**config.mk**
```make
export PLATFORM = sky130hd
export DESIGN_NAME = calc_alu_seq
export DESIGN_NICKNAME = d
export VERILOG_FILES = /design/src/rtl/calc_alu_seq.sv
export SDC_FILE = /design/constraint.sdc
export NUM_CORES = 1
export LEC_CHECK = 0
export ABC_AREA = 1
export CORE_MARGIN = 2
export CORE_UTILIZATION = 55
export DETAILED_ROUTE_END_ITERATION = 6
export GPL_TIMING_DRIVEN = 0
export PLACE_DENSITY = 0.74
export SETUP_SLACK_MARGIN = 0.4
export SYNTH_ARGS = -nofsm -noshare
export SYNTH_HDL_FRONTEND = slang
export SYNTH_SLANG_ARGS = --single-unit
```
**constraint.sdc**
```tcl
create_clock -name clock -period 3.5 [get_ports clock]
set_input_delay 0.525 -clock clock [delete_from_list [all_inputs] [get_ports clock]]
set_output_delay 0.525 -clock clock [all_outputs]
set_load 0.02 [all_outputs]
```
**src/rtl/calc_alu_seq.sv**
```systemverilog
// -----------------------------------------------------------------------------
// calc_alu_seq
//
// Sequential signed arithmetic core feeding the calculator output stage.
// The core accepts two signed two's-complement operands and an opcode, computes
// the result over one or more clock cycles, registers it, and then raises
// load_ou for a single cycle so the display stage can latch the value.
//
//   op 00 : A + B  (1 calc cycle)
//   op 01 : A - B  (1 calc cycle)
//   op 10 : A * B  (shift-add over magnitudes, WIDTH calc cycles)
//   op 11 : A / B  (restoring division over magnitudes, WIDTH calc cycles;
//                   1 calc cycle when B == 0)
//
// Optional build macro: CALC_SAT_EN
//   Undefined (default): an overflowing result wraps to WIDTH bits.
//   Defined: an overflowing result saturates to the most-positive or the
//   most-negative value, chosen by the sign of the true result. The overflow
//   flag is set in both builds. Divide-by-zero behaves the same in both builds.
//
// Ports:
//   clock        in   system clock, rising edge
//   reset        in   synchronous active-high reset
//   operand_a    in   signed operand A, captured on an accepted start
//   operand_b    in   signed operand B, captured on an accepted start
//   op           in   opcode, captured on an accepted start
//   start        in   request; accepted only while idle
//   result       out  registered signed result (holds between operations)
//   load_ou      out  one-cycle pulse marking result valid
//   busy         out  high while calculating and in the load cycle
//   overflow     out  signed result did not fit in WIDTH bits
//   div_by_zero  out  divide with operand_b == 0
//   dbg_state    out  current FSM state (0 IDLE, 1 CALC, 2 DONE)
//
// Handshake: start is a level sampled on the rising edge while the core is
// idle; it is ignored (not queued) in every other state. load_ou rises for
// exactly one cycle after result/overflow/div_by_zero have been updated; the
// output stage needs no ready, it must take the value in that cycle.
// -----------------------------------------------------------------------------
module calc_alu_seq #(
    parameter int WIDTH = 8
) (
    input  logic             clock,
    input  logic             reset,
    input  logic [WIDTH-1:0] operand_a,
    input  logic [WIDTH-1:0] operand_b,
    input  logic [1:0]       op,
    input  logic             start,
    output logic [WIDTH-1:0] result,
    output logic             load_ou,
    output logic             busy,
    output logic             overflow,
    output logic             div_by_zero,
    output logic [1:0]       dbg_state
);

    localparam int CW = (WIDTH > 1) ? $clog2(WIDTH) : 1;
    localparam logic [CW-1:0]      CNT_LAST = CW'(WIDTH - 1);
    localparam logic [WIDTH-1:0]   VAL_MAX  = {1'b0, {(WIDTH-1){1'b1}}};
    localparam logic [WIDTH-1:0]   VAL_MIN  = {1'b1, {(WIDTH-1){1'b0}}};
    // 2^(WIDTH-1) in product width: largest magnitude a negative result may have.
    localparam logic [2*WIDTH-1:0] PROD_HALF = (2*WIDTH)'(1) << (WIDTH - 1);

    localparam logic [1:0] OP_ADD = 2'b00;
    localparam logic [1:0] OP_SUB = 2'b01;
    localparam logic [1:0] OP_MUL = 2'b10;
    localparam logic [1:0] OP_DIV = 2'b11;

    typedef enum logic [1:0] {
        IDLE = 2'd0,
        CALC = 2'd1,
        DONE = 2'd2
    } state_t;

    state_t               state_q, state_d;
    logic [WIDTH-1:0]     a_q, a_d;
    logic [WIDTH-1:0]     b_q, b_d;
    logic [1:0]           op_q, op_d;
    logic [CW-1:0]        cnt_q, cnt_d;
    logic                 neg_q, neg_d;      // sign of the true mul/div result
    logic [WIDTH-1:0]     magb_q, magb_d;    // |B|: divisor
    logic [2*WIDTH-1:0]   acc_q, acc_d;      // mul partial product
    logic [2*WIDTH-1:0]   mcand_q, mcand_d;  // |A| shifted left each step
    logic [WIDTH-1:0]     mplier_q, mplier_d;// |B| shifted right each step
    logic [WIDTH:0]       rem_q, rem_d;      // div partial remainder
    logic [WIDTH-1:0]     quo_q, quo_d;      // dividend bits in, quotient bits out
    logic [WIDTH-1:0]     result_q, result_d;
    logic                 ovf_q, ovf_d;
    logic                 dbz_q, dbz_d;

    // Datapath intermediates
    logic [WIDTH-1:0]     b_eff;
    logic [WIDTH-1:0]     sum;
    logic                 sum_ovf;
    logic [2*WIDTH-1:0]   acc_nxt;
    logic [2*WIDTH-1:0]   prod_signed;
    logic                 prod_ovf;
    logic [WIDTH:0]       div_shift;
    logic [WIDTH:0]       div_trial;
    logic [WIDTH:0]       rem_nxt;
    logic [WIDTH-1:0]     quo_nxt;
    logic [WIDTH-1:0]     quo_signed;
    logic                 quo_ovf;

    function automatic logic [WIDTH-1:0] magnitude(input logic [WIDTH-1:0] v);
        // The most-negative value maps to 2^(WIDTH-1), which still fits unsigned.
        return v[WIDTH-1] ? (~v + WIDTH'(1)) : v;
    endfunction

    function automatic logic [WIDTH-1:0] finish_val(input logic             ovf,
                                                     input logic [WIDTH-1:0] wrapped,
                                                     input logic             true_neg);
`ifdef CALC_SAT_EN
        if (ovf) begin
            return true_neg ? VAL_MIN : VAL_MAX;
        end
        return wrapped;
`else
        // Wrapping build: the sign of the true result is not needed.
        logic unused_ok;
        unused_ok = ovf ^ true_neg;
        return wrapped;
`endif
    endfunction

    // Add/sub: subtract is A + ~B + 1, so overflow uses the sign of ~B.
    always_comb begin
        b_eff   = (op_q == OP_SUB) ? ~b_q : b_q;
        sum     = a_q + b_eff + WIDTH'(op_q == OP_SUB);
        sum_ovf = (a_q[WIDTH-1] == b_eff[WIDTH-1]) && (sum[WIDTH-1] != a_q[WIDTH-1]);
    end

    // Multiply step: add the shifted multiplicand when the current multiplier
    // bit is set. The product is formed from magnitudes and signed at the end.
    always_comb begin
        acc_nxt     = acc_q + (mplier_q[0] ? mcand_q : '0);
        prod_signed = neg_q ? (~acc_nxt + (2*WIDTH)'(1)) : acc_nxt;
        prod_ovf    = neg_q ? (acc_nxt > PROD_HALF) : (acc_nxt >= PROD_HALF);
    end

    // Restoring division step: shift in the next dividend bit and keep the
    // trial difference only when it is non-negative.
    always_comb begin
        div_shift = {rem_q[WIDTH-1:0], quo_q[WIDTH-1]};
        div_trial = div_shift - {1'b0, magb_q};
        if (div_trial[WIDTH]) begin
            rem_nxt = div_shift;
            quo_nxt = {quo_q[WIDTH-2:0], 1'b0};
        end else begin
            rem_nxt = div_trial;
            quo_nxt = {quo_q[WIDTH-2:0], 1'b1};
        end
        // A negative quotient of 0 negates to 0, so zero is always +0.
        quo_signed = neg_q ? (~quo_nxt + WIDTH'(1)) : quo_nxt;
        // Only -2^(WIDTH-1) / -1 produces a positive magnitude of 2^(WIDTH-1).
        quo_ovf    = !neg_q && quo_nxt[WIDTH-1];
    end

    always_comb begin
        state_d  = state_q;
        a_d      = a_q;
        b_d      = b_q;
        op_d     = op_q;
        cnt_d    = cnt_q;
        neg_d    = neg_q;
        magb_d   = magb_q;
        acc_d    = acc_q;
        mcand_d  = mcand_q;
        mplier_d = mplier_q;
        rem_d    = rem_q;
        quo_d    = quo_q;
        result_d = result_q;
        ovf_d    = ovf_q;
        dbz_d    = dbz_q;

        case (state_q)
            IDLE: begin
                if (start) begin
                    state_d  = CALC;
                    a_d      = operand_a;
                    b_d      = operand_b;
                    op_d     = op;
                    cnt_d    = '0;
                    neg_d    = operand_a[WIDTH-1] ^ operand_b[WIDTH-1];
                    magb_d   = magnitude(operand_b);
                    acc_d    = '0;
                    mcand_d  = {{WIDTH{1'b0}}, magnitude(operand_a)};
                    mplier_d = magnitude(operand_b);
                    rem_d    = '0;
                    quo_d    = magnitude(operand_a);
                end
            end

            CALC: begin
                case (op_q)
                    OP_ADD, OP_SUB: begin
                        result_d = finish_val(sum_ovf, sum, a_q[WIDTH-1]);
                        ovf_d    = sum_ovf;
                        dbz_d    = 1'b0;
                        state_d  = DONE;
                    end
                    OP_MUL: begin
                        acc_d    = acc_nxt;
                        mcand_d  = mcand_q << 1;
                        mplier_d = mplier_q >> 1;
                        cnt_d    = cnt_q + CW'(1);
                        if (cnt_q == CNT_LAST) begin
                            result_d = finish_val(prod_ovf, prod_signed[WIDTH-1:0], neg_q);
                            ovf_d    = prod_ovf;
                            dbz_d    = 1'b0;
                            state_d  = DONE;
                        end
                    end
                    default: begin // OP_DIV
                        if (b_q == '0) begin
                            result_d = '0;
                            ovf_d    = 1'b0;
                            dbz_d    = 1'b1;
                            state_d  = DONE;
                        end else begin
                            rem_d = rem_nxt;
                            quo_d = quo_nxt;
                            cnt_d = cnt_q + CW'(1);
                            if (cnt_q == CNT_LAST) begin
                                result_d = finish_val(quo_ovf, quo_signed, neg_q);
                                ovf_d    = quo_ovf;
                                dbz_d    = 1'b0;
                                state_d  = DONE;
                            end
                        end
                    end
                endcase
            end

            DONE: begin
                // A start seen here is dropped; the next one is taken in IDLE.
                state_d = IDLE;
            end

            default: state_d = IDLE;
        endcase
    end

    always_ff @(posedge clock) begin
        if (reset) begin
            state_q  <= IDLE;
            a_q      <= '0;
            b_q      <= '0;
            op_q     <= '0;
            cnt_q    <= '0;
            neg_q    <= 1'b0;
            magb_q   <= '0;
            acc_q    <= '0;
            mcand_q  <= '0;
            mplier_q <= '0;
            rem_q    <= '0;
            quo_q    <= '0;
            result_q <= '0;
            ovf_q    <= 1'b0;
            dbz_q    <= 1'b0;
        end else begin
            state_q  <= state_d;
            a_q      <= a_d;
            b_q      <= b_d;
            op_q     <= op_d;
            cnt_q    <= cnt_d;
            neg_q    <= neg_d;
            magb_q   <= magb_d;
            acc_q    <= acc_d;
            mcand_q  <= mcand_d;
            mplier_q <= mplier_d;
            rem_q    <= rem_d;
            quo_q    <= quo_d;
            result_q <= result_d;
            ovf_q    <= ovf_d;
            dbz_q    <= dbz_d;
        end
    end

    assign result      = result_q;
    assign overflow    = ovf_q;
    assign div_by_zero = dbz_q;
    assign load_ou     = (state_q == DONE);
    assign busy        = (state_q != IDLE);
    assign dbg_state   = state_q;

endmodule

```
## Word-level counts from Yosys, hierarchy flattened

Index checks and enable logic that the tools add are counted.

| storage, ports and cells | value |
|---|---|
| register bits | 98 |
| input bits | 21 |
| output and inout port bits | 14 |
| word-level logic and storage cells | 108 |

| cells by class | value |
|---|---|
| bitwise gates (word level) | 6 |
| add/subtract/negate cells | 9 |
| mux-type cells | 46 |
| magnitude comparators | 2 |
| equality and inequality tests | 14 |
| reductions and logical operators | 16 |

Operator list:

| cell | number |
|---|---|
| 8-bit 2-to-1 mux | 17 |
| 16-bit 2-to-1 mux | 5 |
| 16-bit case mux with 2 select lines | 2 |
| 8-bit case mux with 2 select lines | 4 |
| 8-bit NOT | 5 |
| 8-bit by 1-bit adder with 8-bit output (second input constant) | 4 |
| 16-bit adder | 1 |
| 16-bit by 8-bit greater-or-equal comparator with 1-bit output (second input constant) | 1 |
| 16-bit by 8-bit greater-than comparator with 1-bit output (second input constant) | 1 |
| 2-bit inequality test (second input constant) | 6 |
| 3-bit case mux with 2 select lines | 2 |
| 9-bit by 8-bit subtractor with 9-bit output | 1 |
| 8-bit by 1-bit adder with 8-bit output | 1 |
| 8-bit adder | 1 |
| 8-bit zero test | 1 |
| 2-bit case mux with 2 select lines | 2 |
| 4-bit AND reduction | 2 |
| 1-bit 2-to-1 mux | 7 |
| 2-bit 2-to-1 mux | 3 |
| 3-bit 2-to-1 mux | 2 |
| 3-bit AND reduction | 2 |
| 2-bit by 1-bit equality test with 1-bit output (second input constant) | 2 |
| 2-bit equality test (second input constant) | 2 |
| 2-bit zero test | 2 |
| other kinds (14) | 17 |

## Logic depth before layout (Yosys ltp)

Gate-level depths: netlist of the first run.

| logic depth | value |
|---|---|
| depth after elaboration | 8 |
| gate-level depth with buffers | 20 |

## Worst setup path before layout of the first run

Ideal clock, no wire load.

| timing | value |
|---|---|
| kind | flip-flop to flip-flop |
| from | register quo_q[7] |
| to | register result_q[4] (netlist: result[4]) |
| required time | 3.379 ns |
| path slack | 1.074 ns |
| period minus slack after synthesis | 2.426 ns |
| data arrival time | 2.305 ns |
| cell stages (with the launch flop) | 16 |
| cell sequence | dfxtp_1 inv_1 ha_1 fa_1 o21ai_2 nand2_1 nand2_1 nand2_2 nand2_4 inv_2 ha_1 a31oi_1 xnor2_1 o21ai_0 a31oi_1 a21oi_1 |

| on the way | value |
|---|---|
| longest elaborated chain between the ends | 8 |

Ends and longest elaborated chain:

| element | line | RTL |
|---|---|---|
| start, declared | 86 | `logic [WIDTH-1:0] quo_q, quo_d;` |
| start signal, assigned | 273 | `quo_q <= quo_d;` |
| 9-bit by 8-bit subtractor with 9-bit output | 145 | `div_trial = div_shift - {1'b0, magb_q};` |
| 1-bit 2-to-1 mux | 146 | `if (div_trial[WIDTH]) begin` |
| 8-bit NOT | 154 | `quo_signed = neg_q ? (~quo_nxt + WIDTH'(1)) : quo_nxt;` |
| 8-bit by 1-bit adder with 8-bit output | 154 |  |
| 8-bit 2-to-1 mux | 154 |  |
| 8-bit 2-to-1 mux | 224 | `if (cnt_q == CNT_LAST) begin` |
| 8-bit 2-to-1 mux | 215 | `if (b_q == '0) begin` |
| 8-bit case mux with 2 select lines | 195 | `case (op_q)` |
| end signal, assigned | 274 | `result_q <= result_d;` |
| end, declared | 87 | `logic [WIDTH-1:0] result_q, result_d;` |

No other way between the ends. The select of a mux whose other input is x is not followed.
A chain may end at the register's enable or synchronous reset.

## Worst setup path in the final report of the first run

Same ends and word-level chain as after synthesis.

==> results of run 1 <==
==> routing by layer <==
metal  track usage [%]  share of wire (%)
met3              4.74                6.8
met1              40.1                 47
met2              46.7                 44
met4              7.98                1.6
met5                 0                  0
==> sequential cells by signal, summed over array words and instances, names as in the netlist, 2 cells and up <==
name / count
a_q: 8
acc_q: 16
b_q: 8
cnt_q: 3
dbg_state: 2
magb_q: 7
mcand_q: 16
mplier_q: 8
op_q: 2
quo_q: 8
rem_q: 8
result: 8
==> cells in the final DEF (no fill, tap or decap), drive strengths merged, types with 2 or more instances in the layout <==
master         synthesis  final
o31ai                  2      2
clkinvlp               0      3
nor2                  56     56
a22oi                  8      8
xor2                  19     19
a21oi                108    108
a41oi                  2      2
dfxtp                 97     97
nand3                 62     62
clkbuf                20     32
clkdlybuf4s50          0     33
ha                    35     35
inv                  129    129
and2                   3      3
o21bai                 2      2
buf                   16     16
a211oi                 3      3
nand2                269    269
fa                     3      3
or2                    6      6
a31oi                 13     13
nand3b                 3      3
nor3                   7      7
o21ai                 58     58
a21o                   3      3
xnor2                 10     10
o211ai                 9      9
clkinv                 2      3
nand4                 11     11
==> metrics by stage <==
stage	utilization, %	hold WS, ns	setup WS (ns)
after floorplan	-	0.440	1.07
after global placement	60.5	0.454	0.496
after detailed placement	60.5	0.459	0.493
after CTS	63.0	0.470	0.483
after global routing	63.1	0.488	0.393
final	63.1	0.469	0.591
==> final cells by class <==
class,instances,area share (%)
well taps,143,2.49
plain buffers,36,2.55
clock inverters,4,0.384
inverters,131,6.98
multi-input cells,694,52.3
flip-flops and latches,97,27.1
repair buffers,33,4.61
clock buffers,12,3.58
==> worst max-delay path, delay by kind of cell, from the launching register on <==
kind                       cells  cell delay (ns)
xor gates and xnor gates       1             0.15
and+or+nand+nor                4             0.41
AOI/OAI and AO/OA              5             0.84
buffers and inverters          2             0.13
DFF                            1             0.40
adders and majority gates      3             0.86
==> synth_stat cells, types with 4 or more instances <==
cell type / number / area [µm²]
nand2_1: 258 / 968
inv_1: 123 / 462
a21oi_1: 106 / 531
dfxtp_1: 97 / 1940
nand3_1: 61 / 305
nor2_1: 49 / 184
o21ai_0: 47 / 235
ha_1: 35 / 438
clkbuf_1: 20 / 75.1
xor2_1: 18 / 158
a31oi_1: 13 / 81.3
buf_2: 10 / 50.1
nand4_1: 10 / 62.6
xnor2_1: 10 / 87.6
nand2_2: 9 / 56.3
o211ai_1: 9 / 67.6
a22oi_1: 8 / 60.1
o21ai_1: 8 / 40.0
nor3_1: 6 / 30.0
or2_2: 6 / 37.5
inv_2: 5 / 18.8
nor2_4: 5 / 56.3
buf_6: 4 / 45.0
==> cells by family after synthesis <==
logic type      after synthesis  synth area share (%)
simple gates                417                  28.5
flops                        97                  30.5
compound gates              210                  18.4
fa+ha+maj                    38                  7.81
xor+xnor                     29                  4.10
buf+inv                     167                  10.7
==> path summary, 6_finish.rpt <==
kind / startpoint / endpoint / slack [ns]
setup / recovery: quo_q[7] / result[4] / 0.59
hold / removal: mcand_q[15] / mcand_q[15] / 0.47
setup reg to reg: quo_q[7] / result[4] / 0.59
hold reg to reg: mcand_q[15] / mcand_q[15] / 0.47
==> power breakdown <==
| group | leakage (nW) | switching, W | internal [W] |
|---|---|---|---|
| clock network | 0.131 | 0.000445 | 0.000520 |
| registers | 0.792 | 0.0000413 | 0.00117 |
| logic | 2.39 | 0.000442 | 0.000234 |
==> reports/metrics.cfg, run 1 <==
[timing]
maxSlewHeadroom_pct=55.8
max_clock_freq_mhz=344
period_share_pct=83.1
period_minus_slack_ns=2.91
tightest_slew_ns=0.664
finalSetupViolations=0
finalMaxSlewViolations=0
finClkSkew_ns=0.0116
grt_setup_unrepaired=yes
hold_viol_final=0
finalSetupTns_ns=0

[floorplanning]
die_x_um=112
rows=39
die_h_um=112
dieArea_mm2=0.0125
ios=35
initial_core_util_pct=56.1
core-area_mm2=0.0114

[power_and_ir_drop]
p_leak_nw=3.31
power_density_mw_per_mm2=397
total_power_w=0.00285
ir_drop_v=0.000358

[place]
hpwlAfterDp_mm=13.7
placed_area_mm2=0.00688
portBuffers=33
dp_cells=1134
gp_congestion=0.917

[clock_tree]
ctsHtreeMaxLevel=3
ctsResizeCount=0
cts_sinks=97
cts_buffers=9
clock_path_buffers=2
cts-root-buf=clkbuf_16
insertion_delay_ns=0.36
postCtsHoldBufs=0
cts_setup_buffers=0
cts_tree=yes
clk_pin_slew_ns=0.07

[yosys]
synth_cell_types=47
syn_area_mm2=0.00637
synthArstFlopShare_pct=0
synth_ff_type=dfxtp_1
synth_edf_count=0
syn_avg_cell_area_um2=6.65
ys_ff_latch=97
netlist_instances=958
syn-num-nets=1017
ys_seq_area_share_pct=30.5
ys_warn_count=0

[routing]
wl_mm=17.6
dr.pass1.iters=5
drc=0
drtIter0Drc=487
ant_nets=0
avgRoutedWirePerCell_um=15.3
viasPerCell=5.56
vias=6393

[finish]
nets=1061
drive_above_1_share_pct=7.15
diodes=0
design_area_mm2=0.00717
multi_input_area_mm2=0.00375
area_growth_syn_to_layout_pct=12.5
ff_latch_area_mm2=0.00194
fill_cells=1106
final_cells=1150

[critical_path]
required_ns=3.74
critPathCaptureType=flop
crit_chain=inv_1 > ha_1 > fa_1 > o21ai_2 > nand2_1 > nand2_1 > nand2_2 > nand2_4 > inv_2 > ha_1 > a31oi_1 > xnor2_1 > o21ai_0 > a31oi_1 > a21oi_1
crit_path_top_delay_cell=fa_1
worstSetupPathType=reg -> reg
crit_path_max_fanout=10
crit_arrival_ns=3.15
max_stage_delay_ns=0.43
start_kind=flop
reg2reg_depth=15

[grt]
grtUsageTotal_pct=28.9
grt_max_degree=16
antenna_found_initial=0
grt-ovfl-total=0
grt_pass1_wl_mm=28.8
first_global_vias=5932

[worst_hold_path]
holdCritPathClass=reg -> reg
hold_depth=2

[status]
run_status=completed

[job]
drv_cap=0

No activity file was read; power rests on OpenSTA's default activity.
==> run 2, diff against run 1 <==
--- a/config.mk
+++ b/config.mk
@@ -10,7 +10,7 @@
 export CORE_UTILIZATION = 55
 export DETAILED_ROUTE_END_ITERATION = 6
 export GPL_TIMING_DRIVEN = 0
-export PLACE_DENSITY = 0.74
+export PLACE_DENSITY = 0.77
 export SETUP_SLACK_MARGIN = 0.4
 export SYNTH_ARGS = -nofsm -noshare
 export SYNTH_HDL_FRONTEND = slang
==> constraint.sdc (replaced) <==
create_clock -name clock -period 2.6 [get_ports clock]
set_input_delay 0.39 -clock clock [delete_from_list [all_inputs] [get_ports clock]]
set_output_delay 0.39 -clock clock [all_outputs]
set_load 0.02 [all_outputs]
==> run 2 against run 1 <==
The run now ends with DRC left. Fmax up 13%. Clock power up 55%. Hold slack better by 0.0013 ns. Via count up 7.3%. Register-to-register slack worse by 0.56 ns. Combinational power up 67%. Global-route usage up 1.0 points. Clock skew about the same. Largest power group unchanged. Design area up 13%.
==> reports/metrics.cfg, run 2 (synthesized netlist as in run 1, its figures left out) <==
[timing]
maxSlewHeadroom_pct=51.0  ; -4.7 points
hold_viol_final=0  ; unchanged
finalSetupViolations=0  ; unchanged
finalSetupTns_ns=0  ; unchanged
finClkSkew_ns=0.0120  ; +0.000462 ns
period_minus_slack_ns=2.57  ; -0.341 ns
finalMaxSlewViolations=0  ; unchanged
max_clock_freq_mhz=389  ; +13%
grt_setup_unrepaired=yes
period_share_pct=98.8  ; +16 points
tightest_slew_ns=0.735  ; +0.0711 ns

[power_and_ir_drop]
p_leak_nw=3.66  ; +10%
ir_drop_v=0.000548  ; +53%
power_density_mw_per_mm2=525  ; +32%

[grt]
grt_pass1_wl_mm=30.0  ; +3.9%
grt_max_degree=16  ; unchanged
antenna_found_initial=0  ; unchanged
first_global_vias=6057  ; +2.1%
grt-ovfl-total=0  ; unchanged
grtUsageTotal_pct=29.9  ; +1.0 points

[floorplanning]
ios=35  ; unchanged
die_h_um=112  ; unchanged
dieArea_mm2=0.0125  ; unchanged
rows=39  ; unchanged
initial_core_util_pct=56.1  ; unchanged
die_x_um=112  ; unchanged
core-area_mm2=0.0114  ; unchanged

[finish]
top_regs=acc_q: 16 flops, mcand_q: 16 flops
final_cell_mix=nand2_1 (233), inv_1 (117), dfxtp_1 (93), a21oi_1 (91), nand3_1 (48)
final_common_cell=nand2_1
drive_above_1_share_pct=19.7  ; +13 points
final_util_pct=71.4  ; +8.3 points
area_growth_syn_to_layout_pct=27.4
diodes=0  ; unchanged
fill_cells=921  ; -17%
nets=1100  ; +3.7%

[routing]
drtIter0Drc=800  ; +64%
avgRoutedWirePerCell_um=16.8  ; +9.9%
ant_nets=0  ; unchanged
drc=2  ; +2
viasPerCell=5.77  ; +3.8%
vias=6862  ; +7.3%
wl_mm=20.0  ; +14%
dr.pass1.iters=7  ; +2

[critical_path]
crit_path_top_delay_cell=dfxtp_2
crit_path_max_fanout=10  ; unchanged
crit_chain=buf_8 > clkbuf_4 > nand2_1 > inv_1 > ha_1 > buf_6 > nand3_2 > nand3_2 > nand2_1 > nand2_4 > xor2_4 > inv_2 > nor2_1 > nor2_1 > nand3_2 > nand2_2 > a21oi_2
crit_arrival_ns=2.86  ; -0.29 ns
required_ns=2.90  ; -0.84 ns
max_stage_delay_ns=0.32  ; -0.11 ns
worstSetupPathType=reg -> reg
worst_path_most_repeated_cell=nand3_2
start_kind=flop
critPathCaptureType=flop

[place]
gp_congestion=0.985  ; +7.4%
hpwlAfterDp_mm=13.7  ; about the same
portBuffers=33  ; unchanged

[status]
run_status=finished, violations left
violations=DRC

[clock_tree]
clk_pin_slew_ns=0.07  ; about the same
insertion_delay_ns=0.36  ; about the same
cts_sinks=97  ; unchanged
ctsHtreeMaxLevel=3  ; unchanged
cts_buffers=9  ; unchanged
clock_path_buffers=2  ; unchanged
cts-root-buf=clkbuf_16
cts_tree=yes
postCtsHoldBufs=0  ; unchanged

[job]
drv_cap=0  ; unchanged

[worst_hold_path]
holdCritPathClass=reg -> reg

run 2: cell count changes in the layout (fill, tap and decap cells not counted), sizes merged:
cell      change
inv           -1
clkinvlp      -1
clkbuf        -1
bufinv        +2
buf          +40
run 2: area by class of cell:
cell class | instances | area [µm²] | share of cell area (%)
clock buffers | 12 | 256 | 3.16
plain buffers | 36 | 213 | 2.62
clock inverters | 4 | 75.1 | 0.925
repair buffers | 72 | 639 | 7.87
multi-input cells | 694 | 4300 | 53.0
flip-flops and latches | 97 | 1950 | 24.0
inverters | 131 | 508 | 6.26
well taps | 143 | 179 | 2.20
run 2: per-layer routing:
layer,wire (µm),vias up,global-route usage (%)
li1,-,3291,-
met4,570,0,9.55
met5,0,-,0
met1,8530,3176,41.6
met2,9140,339,47.1
met3,1760,56,5.72
run 2: path summary, 6_finish.rpt:
check	from	end	slack, ns	depth (start not counted)
hold reg to reg	magb_q[2]	magb_q[2]	0.47	2
hold / removal	magb_q[2]	magb_q[2]	0.47	2
setup / recovery	mplier_q[0]	overflow	0.03	17
setup reg to reg	mplier_q[0]	overflow	0.03	17
run 2: what timing repair did:
action | CTS | global route
pin swaps | 28 | 52
setup endpoints to repair | 22 | 29
cloned | 0 | 1
resized for setup | 38 | 96
buffers inserted | 19 | 19
run 2: worst max-delay path: cells and delay by family (launching register included):
| kind | cells | cell delay (ns) |
|---|---|---|
| DFF | 1 | 0.32 |
| buffers and inverters | 5 | 0.55 |
| adders and majority gates | 1 | 0.31 |
| and+or+nand+nor | 9 | 1.03 |
| xor gates and xnor gates | 1 | 0.21 |
| AOI/OAI and AO/OA | 1 | 0.11 |
run 2: power breakdown:
group          switching [W]  internal (W)  total [W]  leakage [nW]
logic               0.000690      0.000445    0.00113          2.71
registers          0.0000591       0.00157    0.00163         0.794
clock network       0.000601      0.000897    0.00150         0.155
total                0.00135       0.00291    0.00426          3.66
run 2: per-stage QoR:
step                      hold slack, ns  setup slack (ns)  area (µm²)  total power (W)  cells
after global placement             0.451            -0.148        6920          0.00254   1134
after detailed placement           0.460            -0.165        6920          0.00255   1134
after global routing               0.480           -0.0960        8120          0.00442   1189
final                              0.471            0.0318        8120          0.00426   1189
after floorplan                    0.440             0.290        6410          0.00226    958
after CTS                          0.470            0.0272        7550          0.00410   1169
==> run 3, diff against run 2 <==
--- a/config.mk
+++ b/config.mk
@@ -15,3 +15,4 @@
 export SYNTH_ARGS = -nofsm -noshare
 export SYNTH_HDL_FRONTEND = slang
 export SYNTH_SLANG_ARGS = --single-unit
+export TNS_END_PERCENT = 30
==> run 3 against run 2 <==
The flow now finishes without violations. Register-to-register slack worse by 0.03 ns. Non-clock buffer count down 15. Global-route usage down 0.42 points. Clock skew down 0.00087 ns. Critical path type unchanged. Largest power group unchanged.
==> reports/metrics.cfg, run 3 (synthesized netlist as in run 1, its figures left out) <==
[job]
drv_cap=0  ; unchanged

[floorplanning]
ios=35  ; unchanged
die_x_um=112  ; unchanged
rows=39  ; unchanged
initial_core_util_pct=56.1  ; unchanged
die_h_um=112  ; unchanged
dieArea_mm2=0.0125  ; unchanged
core-area_mm2=0.0114  ; unchanged

[power_and_ir_drop]
p_leak_nw=3.56  ; -2.6%
power_density_mw_per_mm2=531  ; +1.1%
ir_drop_v=0.000420  ; -23%

[place]
gp_congestion=0.938  ; -4.8%
portBuffers=33  ; unchanged
hpwlAfterDp_mm=13.5  ; -0.95%

[clock_tree]
cts_tree=yes
cts-root-buf=clkbuf_16
postCtsHoldBufs=0  ; unchanged
ctsHtreeMaxLevel=3  ; unchanged
cts_sinks=97  ; unchanged
insertion_delay_ns=0.36  ; about the same
cts_buffers=9  ; unchanged
clk_pin_slew_ns=0.07  ; about the same
clock_path_buffers=2  ; unchanged

[finish]
fill_cells=935  ; +1.5%
final_cell_mix=nand2_1 (241), inv_1 (117), a21oi_1 (95), dfxtp_1 (94), nand3_1 (52)
area_growth_syn_to_layout_pct=24.2
drive_above_1_share_pct=16.9  ; -2.8 points
multi_input_area_mm2=0.00420  ; -2.4%
top_regs=acc_q: 16 flops, mcand_q: 16 flops
final_common_cell=nand2_1
final_util_pct=69.6  ; -1.8 points
diodes=0  ; unchanged
ff_latch_area_mm2=0.00195  ; about the same
nets=1085  ; -1.4%

[critical_path]
crit_path_max_fanout=4  ; -6
r2r_slack_ns=0.0003  ; -0.03 ns
critical-path-top-delay-family=adder cells
reg2reg_from=mplier_q[0]
worstReg2RegEnd=result[6]
crit_chain=buf_8 > nand2_4 > inv_2 > ha_4 > inv_2 > fa_2 > ha_4 > inv_4 > a21oi_2 > nand3_1 > nor2_1 > nand2_1 > buf_4 > buf_6 > nand2_2 > nand2_2 > nand3_2 > a31oi_1
worstSetupPathType=reg -> reg
crit_arrival_ns=2.83  ; -0.03 ns
start_kind=flop
critPathBufInv=6  ; +1
required_ns=2.83  ; -0.07 ns
max_stage_delay_ns=0.57  ; +0.25 ns
critPathCaptureType=flop
crit_path_top_delay_cell=fa_2
reg2reg_depth=18  ; +1

[status]
run_status=completed

[timing]
period_share_pct=100  ; +1.2 points
tightest_slew_ns=0.670  ; -0.0648 ns
finClkSkew_ns=0.0111  ; -0.000873 ns
period_minus_slack_ns=2.60  ; +0.0315 ns
max_clock_freq_mhz=385  ; -1.2%
hold_ws_ns=0.466  ; -0.00426 ns
finalMaxSlewViolations=0  ; unchanged
grt_setup_unrepaired=yes
maxSlewHeadroom_pct=55.3  ; +4.3 points
finalSetupViolations=0  ; unchanged
hold_viol_final=0  ; unchanged

[grt]
grt_pass1_wl_mm=29.8  ; -0.67%
met3_usage_pct=6.42  ; +0.71 points
grtUsageMet2_pct=47.2  ; about the same
grt-ovfl-total=0  ; unchanged
grt_max_degree=17  ; +1
first_global_vias=6049  ; -0.13%
grtUsageTotal_pct=29.5  ; -0.42 points
use_met1_pct=41.0  ; -0.56 points
antenna_found_initial=0  ; unchanged
busiest_layer=met2

[worst_hold_path]
holdPathEnd=magb_q[2]
hold_depth=2  ; unchanged
hp-start=magb_q[2]
holdCritPathClass=reg -> reg

[routing]
viasPerCell=5.55  ; -3.8%
ant_nets=0  ; unchanged
dr.pass1.iters=6  ; -1
wl_mm=18.9  ; -5.6%
drtIter0Drc=491  ; -39%
avgRoutedWirePerCell_um=16.1  ; -4.4%
vias=6517  ; -5.0%
drc=0  ; -2

-- run 3: where the power goes --
| part | total, W | switching, W | internal, W |
|---|---|---|---|
| clock | 0.00147 | 0.000600 | 0.000873 |
| combinational | 0.00110 | 0.000674 | 0.000425 |
| sequential | 0.00163 | 0.0000582 | 0.00157 |
| total | 0.00420 | 0.00133 | 0.00287 |
-- run 3: metal layers --
metal  routed length, µm  up-vias
li1                    -     3265
met1                8460     2982
met2                8660      239
met3                1390       31
met4                 354        0
met5                   0        -
-- run 3: through the flow --
stage	TNS, ns	power (W)	setup WS [ns]	cell area [µm²]	instances
floorplan	0	0.00226	0.279	6390	958
finish	0	0.00420	0.000296	7920	1174
global placement	-0.423	0.00254	-0.256	6900	1134
detailed placement	-0.536	0.00254	-0.278	6900	1134
global route	-0.346	0.00437	-0.130	7920	1174
CTS	0	0.00406	0.0409	7480	1165
-- run 3: worst max path at each step --
stage,startpoint,to,slack [ns],cells past startpoint
after floorplan,mplier_q[0],overflow,0.28,18
after global placement,quo_q[7],result[4],-0.26,15
after detailed placement,quo_q[7],result[4],-0.28,15
after CTS,mplier_q[0],overflow,0.04,18
after global routing,mplier_q[0],overflow,-0.13,18
final,mplier_q[0],result[6],0.0003,18
-- run 3: final cells by class --
class,count,share of cell area (%)
plain buffers,36,2.64
inverters,131,6.39
multi-input cells,694,53.0
clock inverters,6,1.14
flip-flops and latches,97,24.6
repair buffers,57,6.95
clock buffers,10,3.02
well taps,143,2.26
-- run 3: tightest hold or removal path, delay by kind of cell (launching register included) --
| family | cells | cell delay (ns) |
|---|---|---|
| flops | 1 | 0.31 |
| simple gates | 1 | 0.06 |
| compound gates | 1 | 0.05 |
-- run 3: timing repair --
item,4_1_cts,5_1_grt
endpoints found under the hold margin,0,0
resized for setup,39,79
setup buffers,15,9
pin swaps,24,38
cloned,0,0
endpoints found under the setup margin,27,29
